**src/rtl/clk_period_meter_if.sv**
```systemverilog
// Result bundle of the slow-clock period meter.
// The meter takes the master side; a consumer or bench takes the slave side.
interface clk_period_meter_if #(
    parameter int CNT_W = 28
);
    logic             sig_in;
    logic [CNT_W-1:0] period;
    logic [CNT_W-1:0] high_time;
    logic             valid;
    logic             locked;
    logic             timeout;

    modport master (
        input  sig_in,
        output period,
        output high_time,
        output valid,
        output locked,
        output timeout
    );

    modport slave (
        output sig_in,
        input  period,
        input  high_time,
        input  valid,
        input  locked,
        input  timeout
    );
endinterface

```
**src/rtl/clk_period_meter.sv**
```systemverilog
// Period / high-time meter for slow asynchronous inputs, in clk_100mhz cycles.
// Define CLK_PERIOD_METER_DUTY_EN to build the high-time (duty) measurement.
module clk_period_meter #(
    parameter int CNT_W   = 28,
    parameter int TIMEOUT = 50000000
) (
    input logic                clk_100mhz,
    input logic                rst,
    clk_period_meter_if.master mtr
);

    typedef enum logic [1:0] {
        S_WAIT,
        S_MEAS,
        S_TOUT
    } state_e;

    localparam logic [CNT_W-1:0] ONE  = CNT_W'(1);
    localparam logic [CNT_W-1:0] TO_V = CNT_W'(TIMEOUT);

    logic             s1_q;
    logic             s2_q;
    logic             sp_q;
    state_e           state_q;
    logic [CNT_W-1:0] cnt_q;
    logic [CNT_W-1:0] cnt_d;
    logic [CNT_W-1:0] period_q;
    logic             valid_q;
    logic             locked_q;
    logic             timeout_q;
    logic             rise;

    // Reset to 1 so a signal already high at reset is not seen as a rise.
    always_ff @(posedge clk_100mhz or posedge rst) begin
        if (rst) begin
            s1_q <= 1'b1;
            s2_q <= 1'b1;
            sp_q <= 1'b1;
        end else begin
            s1_q <= mtr.sig_in;
            s2_q <= s1_q;
            sp_q <= s2_q;
        end
    end

    assign rise  = s2_q & ~sp_q;
    assign cnt_d = cnt_q + ONE;

    // A rise wins over reaching the timeout count in the same cycle.
    always_ff @(posedge clk_100mhz or posedge rst) begin
        if (rst) begin
            state_q   <= S_WAIT;
            cnt_q     <= '0;
            period_q  <= '0;
            valid_q   <= 1'b0;
            locked_q  <= 1'b0;
            timeout_q <= 1'b0;
        end else begin
            valid_q <= 1'b0;
            unique case (state_q)
                S_WAIT: begin
                    if (rise) begin
                        state_q <= S_MEAS;
                        cnt_q   <= ONE;
                    end
                end
                S_MEAS: begin
                    if (rise) begin
                        period_q <= cnt_q;
                        valid_q  <= 1'b1;
                        locked_q <= 1'b1;
                        cnt_q    <= ONE;
                    end else if (cnt_q == TO_V) begin
                        state_q   <= S_TOUT;
                        timeout_q <= 1'b1;
                        locked_q  <= 1'b0;
                    end else begin
                        cnt_q <= cnt_d;
                    end
                end
                S_TOUT: begin
                    if (rise) begin
                        state_q   <= S_MEAS;
                        timeout_q <= 1'b0;
                        cnt_q     <= ONE;
                    end
                end
                default: begin
                    state_q <= S_WAIT;
                end
            endcase
        end
    end

`ifdef CLK_PERIOD_METER_DUTY_EN
    logic             fall;
    logic [CNT_W-1:0] hi_q;
    logic [CNT_W-1:0] high_q;

    assign fall = ~s2_q & sp_q;

    // Without a fall since the last rise, the previous high count is reused.
    always_ff @(posedge clk_100mhz or posedge rst) begin
        if (rst) begin
            hi_q   <= '0;
            high_q <= '0;
        end else if (state_q == S_MEAS) begin
            if (fall) begin
                hi_q <= cnt_q;
            end
            if (rise) begin
                high_q <= hi_q;
            end
        end
    end

    assign mtr.high_time = high_q;
`else
    assign mtr.high_time = '0;
`endif

    assign mtr.period  = period_q;
    assign mtr.valid   = valid_q;
    assign mtr.locked  = locked_q;
    assign mtr.timeout = timeout_q;

endmodule

```
**src/flat_wrapper.sv**
```systemverilog
// flat-port wrapper written by rule: the top's interface ports become plain ports
module clk_period_meter_flat 
#(
    parameter int CNT_W   = 28,
    parameter int TIMEOUT = 50000000
)
  (clk_100mhz, rst, mtr_sig_in, mtr_period, mtr_high_time, mtr_valid, mtr_locked, mtr_timeout);
  clk_period_meter_if #(.CNT_W(CNT_W)) mtr_i ();
  input logic clk_100mhz;
  input logic rst;
  input wire logic [$bits(mtr_i.sig_in)-1:0] mtr_sig_in;
  output wire logic [$bits(mtr_i.period)-1:0] mtr_period;
  output wire logic [$bits(mtr_i.high_time)-1:0] mtr_high_time;
  output wire logic [$bits(mtr_i.valid)-1:0] mtr_valid;
  output wire logic [$bits(mtr_i.locked)-1:0] mtr_locked;
  output wire logic [$bits(mtr_i.timeout)-1:0] mtr_timeout;
  assign mtr_i.sig_in = mtr_sig_in;
  assign mtr_period = mtr_i.period;
  assign mtr_high_time = mtr_i.high_time;
  assign mtr_valid = mtr_i.valid;
  assign mtr_locked = mtr_i.locked;
  assign mtr_timeout = mtr_i.timeout;
  clk_period_meter #(.CNT_W(CNT_W), .TIMEOUT(TIMEOUT)) u_core (.clk_100mhz(clk_100mhz), .rst(rst), .mtr(mtr_i));
endmodule
```
**config.mk**
```make
export PLATFORM = sky130hd
export DESIGN_NAME = clk_period_meter_flat
export DESIGN_NICKNAME = d
export VERILOG_FILES = /design/src/rtl/clk_period_meter_if.sv /design/src/rtl/clk_period_meter.sv /design/src/flat_wrapper.sv
export SDC_FILE = /design/constraint.sdc
export NUM_CORES = 1
export LEC_CHECK = 0
export CORE_MARGIN = 3
export CORE_UTILIZATION = 33
export DETAILED_ROUTE_END_ITERATION = 10
export PLACE_DENSITY = 0.56
export SYNTH_ARGS = -nofsm -noshare
export SYNTH_HDL_FRONTEND = slang
export SYNTH_SLANG_ARGS = --single-unit
```
**constraint.sdc**
```tcl
create_clock -name clk_100mhz -period 5.59 [get_ports clk_100mhz]
set_input_delay 1.118 -clock clk_100mhz [delete_from_list [all_inputs] [get_ports clk_100mhz]]
set_output_delay 1.118 -clock clk_100mhz [all_outputs]
set_load 0.02 [all_outputs]
```
==> results_dict.tcl, run 1 <==
set metrics [dict create \
    cts.clk_slew.worst_paths_ns 0.07 \
    cts_root_buffer "clkbuf_8" \
    hold_path_class "reg -> reg" \
    cp_slowest_cell "clkdlybuf4s50_1" \
    critical-path-max-stage-delay_ns 0.62 \
    drc 0 \
    cts_hold_repair.buffers 0 \
    syn_area_sq_um 3110 \
    dpl.hpwl_mm 4.05 \
    cts.sinks 64 \
    die_area_sq_um 10600 \
    period_share_pct 43.9 \
    rsz0062_at_grt "false" \
    yosysSeqAreaShare_pct 51.6 \
    syn_area_per_cell_sq_um 11.5 \
    r2r-start "u_core.state_q[0]$_DFFE_PP0P_" \
    p_per_area_nw_per_um2 285 \
    tightest_slew_ns 1.17 \
    rows 34 \
    grt_max_degree 65 \
    critPathArrivalTime_ns 1.34 \
    cts_buffers 9 \
    p_leak_nw 1.64 \
    io_buffers 33 \
    syn_inst 271 \
    antenna_found_initial 0 \
    drtAntennaViolNets 0 \
    finalSetupViolations 0 \
    peakVddDrop_mv 0.108 \
    drt_iter0_drc 72 \
    cp_top_family "buffers and inverters" \
    start_util_pct 34.8 \
    die_h_um 103 \
    p_clk_share_pct 36.5 \
    hold_viol 0 \
    startpoint "u_core.mtr.timeout$_DFFE_PP0P_" \
    pin_count 62 \
    pwr-share-seq_pct 50.4 \
    min-delay-start "u_core.s1_q$_DFF_PP1_" \
    crit_buf_inv 1 \
    clock_latency_ns 0.35 \
    clockBufferDepth 2 \
    setup_ws_ns 3.13 \
    p_int_mw 0.745 \
    pwr-share-comb_pct 13.1 \
    post-place-cells 404 \
    tns_ns 0 \
    fmax_mhz 407 \
    vias_per_cell 4.83 \
    skew_ns 0.00608 \
    htree_levels 3 \
    synth_seq_cells 64 \
    switchingPower_mw 0.287 \
    fill_cells 896 \
    period_needed_ns 2.46 \
    gp_congestion 0.812 \
    die_w_um 103 \
    outcome "finished clean" \
    vias 2027 \
    cts_resized 0 \
    worstSetupEndpointType "output port" \
    final_cell_count_no_fill 420 \
    relSlewSlack_pct 21.6 \
    dpl_worst_slack_ns 3.24 \
    drt-pass1-iter-count 4 \
    yosysWarningCount 0 \
    synthToLayoutAreaGrowth_pct 16.3 \
    cp.required_ns 4.47 \
    wl_per_cell_um 14.5 \
    whs_ns 0.360 \
    drive_gt1_share_pct 20.2 \
    grt_first_pass_wirelength_mm 10.3 \
    synthDistinctLibCells 44 \
    antenna_cells 0 \
    grt_usage_pct 12.6 \
    cts_tree "built" \
    overflow 0 \
    path_cells "clkdlybuf4s50_1" \
    switching_share_pct 27.8 \
    wl_mm 6.08 \
    slew_violations 0 \
    crit_fanout 3 \
    grt_pass1_vias 2063 \
    drv_cap 0 \
    post_cts_buffers 0 \
    core_area_sq_um 8930 \
    crit_type "reg -> out" \
    start_kind "flop" \
    nNetsFinal 312 \
]
-- state kept, by name, indices dropped and copies added, names as in the netlist --
name	count
u_core.cnt_q	28
u_core.mtr.locked	1
u_core.mtr.period	28
u_core.mtr.timeout	1
u_core.mtr.valid	1
u_core.s1_q	1
u_core.s2_q	1
u_core.sp_q	1
u_core.state_q	2
-- Yosys cell counts --
master	count	area (sq um)
or4_1	2	15.0
nand2b_1	2	12.5
buf_6	3	33.8
o2bb2ai_1	1	8.76
and2_1	2	12.5
o31ai_1	2	15.0
nand4_4	1	21.3
nor2_1	27	101
nand4_1	11	68.8
inv_1	5	18.8
nand4b_1	1	8.76
buf_4	29	218
a21o_1	2	15.0
conb_1	1	3.75
mux2_2	28	315
clkbuf_1	5	18.8
and4_4	1	11.3
xor2_1	18	158
a22oi_1	1	7.51
inv_2	1	3.75
nand3_1	9	45.0
nor4_2	1	12.5
a21boi_2	1	11.3
xnor2_1	4	35.0
nor4_1	1	6.26
a22o_1	2	17.5
nor2b_1	1	6.26
and2b_2	1	8.76
nand2_1	10	37.5
nand2b_4	1	13.8
and3_1	3	18.8
ha_1	2	25.0
nor4b_1	4	35.0
a21oi_1	6	30.0
nor3_1	5	25.0
a32o_1	1	10.0
dfstp_2	3	78.8
and4_2	2	20.0
buf_2	1	5.00
nor4_4	1	21.3
nand3_2	2	20.0
dfrtp_1	61	1530
o21ai_0	3	15.0
or3_1	3	18.8
-- through the flow --
| stage | power [mW] | util [%] | instance area, sq um |
|---|---|---|---|
| after floorplan | 0.631 | - | 3210 |
| after global placement | 0.663 | 38.3 | 3420 |
| after detailed placement | 0.666 | 38.3 | 3420 |
| after CTS | 1.05 | 40.5 | 3620 |
| after global routing | 1.09 | 40.5 | 3620 |
| final | 1.03 | 40.5 | 3620 |
-- cell type report --
class	instances	area (sq um)	share of cell area, %
Inverter	6	22.5	0.623
Clock inverter	4	27.5	0.761
Sequential cell	64	1610	44.4
Clock buffer	12	165	4.57
Timing Repair Buffer	36	353	9.75
Tap cell	108	135	3.74
Multi-Input combinational cell	190	1310	36.2
-- layer usage --
layer  routed length (um)  share of wire (%)  track usage, %
met1                 3030                 50            17.2
met2                 2630                 43            18.0
met3                  303                5.0            4.74
met4                  108                1.8            5.38
met5                    0                  0               0
-- kinds of logic after synthesis --
group | count (synthesis) | share of synthesized area [%]
DFF | 64 | 51.6
AOI/OAI and AO/OA | 19 | 4.18
buffers and inverters | 44 | 9.57
muxes | 28 | 10.1
and+or+nand+nor | 91 | 17.4
xor gates and xnor gates | 22 | 6.19
adders and majority gates | 2 | 0.804
other | 1 | 0.121
-- path summary, 6_finish.rpt --
kind,endpoint,slack (ns),cells past startpoint
worst max register to register,u_core.mtr.period[1]$_DFFE_PP0P_,3.29,4
max in group asynchronous,u_core.cnt_q[25]$_DFFE_PP0P_,3.74,3
worst min-delay path,u_core.s2_q$_DFF_PP1_,0.36,0
min in group asynchronous,u_core.state_q[1]$_DFFE_PP0P_,1.34,3
worst min register to register,u_core.s2_q$_DFF_PP1_,0.36,0
worst max-delay path,mtr_timeout,3.13,1
-- layout by cell type (no fill, tap or decap), drive strengths merged, types with 4 or more instances in the layout --
cell type / count
inv: 6
nand4: 12
dfrtp: 61
a21oi: 6
clkdlybuf4s50: 33
xnor2: 4
mux2: 28
clkbuf: 12
conb: 28
nor2: 27
nor3: 5
nand2: 10
xor2: 18
nor4b: 4
nand3: 11
-- power groups by stage --
stage	Sequential (mW)	Clock, mW	Combinational, mW
final	0.520	0.376	0.135
after floorplan	0.537	0	0.0942
after CTS	0.520	0.389	0.138
after global placement	0.529	0	0.134
after detailed placement	0.529	0	0.137
after global routing	0.525	0.409	0.152
(Power assumes the default switching activity.)
==> run 2: changes to the inputs <==
- PLACE_DENSITY: 0.56 -> 0.58
- clock period: 5.59 -> 2.1 ns (I/O delays scaled with it)
==> run 2 against run 1 <==
Net effect: via count increased by 1.9%; count of clock-buffer cells in the layout up 1; critical endpoint is now u_core.cnt_q[1]$_DFFE_PP0P_; non-clock buffer count is 13 higher; sequential share of layout area decreased by 1.6 points; sequential cell count did not move; final cell count rose by 3.1%; die area did not move; critical path depth increased by 6.
==> results_dict.tcl, run 2 (synthesized netlist as in run 1, its figures left out) <==
set metrics [dict create \
    drc 0 \
    drtAntennaViolNets 0 \
    grt_usage_pct 12.5 \
    overflow 0 \
    wl_per_cell_um 14.0 \
    vias 2066 \
    period_needed_ns 1.98 \
    period_share_pct 94.3 \
    post_cts_buffers 0 \
    cts_buffers 9 \
    dpl.hpwl_mm 4.32 \
    die_h_um 103 \
    final_core_util_pct 42.0 \
    grt_max_degree 65 \
    die_w_um 103 \
    final_common_cell "dfrtp_1" \
    skew_ns 0.00974 \
    cts_hold_repair.buffers 0 \
    start_util_pct 34.8 \
    die_area_sq_um 10600 \
    worstSetupEndpointType "flop" \
    crit_fanout 3 \
    nNetsFinal 325 \
    p_leak_nw 1.74 \
    grt_pass1_vias 2027 \
    pin_count 62 \
    crit_type "reg -> reg" \
    wl_mm 6.06 \
    drv_cap 0 \
    outcome "finished clean" \
    cp.required_ns 2.33 \
    hold_path_class "reg -> reg" \
    antenna_found_initial 0 \
    tns_ns 0 \
    io_buffers 33 \
    whs_ns 0.359 \
    cts_resized 0 \
    drt-pass1-iter-count 4 \
    path_cells "inv_1 > ha_1 > nor4b_2 > nand4b_1 > or3_1 > a32o_1 > a22o_1" \
    critPathArrivalTime_ns 2.21 \
    drt_iter0_drc 101 \
    htree_levels 3 \
    antenna_cells 0 \
    clock_latency_ns 0.34 \
    p_per_area_nw_per_um2 765 \
    final_cell_mix "dfrtp_1, clkdlybuf4s50_1, mux2_2, conb_1, nor2_1" \
    slew_violations 0 \
    vias_per_cell 4.77 \
    rows 34 \
    peakVddDrop_mv 0.338 \
    fmax_mhz 505 \
    cts_tree "built" \
    start_kind "flop" \
    synthToLayoutAreaGrowth_pct 20.8 \
    core_area_sq_um 8930 \
    hold_viol 0 \
    drive_gt1_share_pct 23.7 \
    cts.clk_slew.worst_paths_ns 0.07 \
    cp_slowest_cell "or3_1" \
    finalSetupViolations 0 \
    gp_congestion 0.789 \
    cts.sinks 64 \
    grt_first_pass_wirelength_mm 10.2 \
    critical-path-max-stage-delay_ns 0.42 \
    rsz0062_at_grt "false" \
    clockBufferDepth 2 \
    cts_root_buffer "clkbuf_8" \
]
[run 2: changes by cell type in the layout (fill, tap and decap cells not counted)]
cell,before,now
buf_4,3,15
clkinvlp_4,3,0
nor4b_1,4,2
nor4b_2,0,2
buf_12,0,1
bufinv_16,0,1
clkbuf_1,0,1
clkinv_2,1,2
[run 2: report_power, final]
part	total (mW)	switching (mW)	internal, mW
clock	1.09	0.453	0.642
sequential	1.37	0.0605	1.31
combinational	0.410	0.232	0.178
total	2.87	0.745	2.13
[run 2: routing by layer]
layer / vias to the layer above / wire, um / GRT usage [%] / share of wire, %
met3: 7 / 359 / 4.67 / 5.9
li1: 986 / - / - / -
met2: 64 / 2780 / 18.2 / 46
met5: - / 0 / 0 / 0
met4: 0 / 72 / 4.38 / 1.2
met1: 1009 / 2850 / 17.1 / 47
[run 2: worst max-delay path, delay by kind of cell, from the launching register on]
family | cells | cell delay (ns)
DFF | 1 | 0.37
buffers and inverters | 1 | 0.10
AOI/OAI and AO/OA | 2 | 0.47
adders and majority gates | 1 | 0.15
and+or+nand+nor | 3 | 0.78
[run 2: stage by stage]
stage | total power, mW | cell area, sq um | std cells | setup slack, ns
floorplan | 1.68 | 3210 | 298 | 0.0869
global placement | 1.79 | 3530 | 417 | 0.187
detailed placement | 1.80 | 3530 | 417 | 0.0918
CTS | 2.90 | 3740 | 433 | 0.0732
global route | 3.01 | 3760 | 433 | 0.0192
finish | 2.87 | 3760 | 433 | 0.120
[run 2: area by class of cell]
cell class	instances	area, sq um
Timing Repair Buffer	49	463
Multi-Input combinational cell	190	1320
Clock inverter	3	40.0
Fill cell	865	5180
Clock buffer	13	169
Inverter	6	22.5
Sequential cell	64	1610
Tap cell	108	135
[run 2: path summary, 6_finish.rpt]
kind	start	to	slack [ns]	cells after the start
min reg2reg	u_core.s1_q$_DFF_PP1_	u_core.s2_q$_DFF_PP1_	0.36	0
min in group asynchronous	rst	u_core.mtr.period[1]$_DFFE_PP0P_	0.46	3
min	u_core.s1_q$_DFF_PP1_	u_core.s2_q$_DFF_PP1_	0.36	0
max reg2reg	u_core.cnt_q[0]$_DFFE_PP0P_	u_core.cnt_q[1]$_DFFE_PP0P_	0.12	7
max	u_core.cnt_q[0]$_DFFE_PP0P_	u_core.cnt_q[1]$_DFFE_PP0P_	0.12	7
max in group asynchronous	rst	u_core.s2_q$_DFF_PP1_	1.35	3
==> run 3: changes to the inputs <==
- GPL_ROUTABILITY_DRIVEN: unset -> 0
==> results of run 3 <==
Final layout, timing and power as in run 2 (identical DEF).
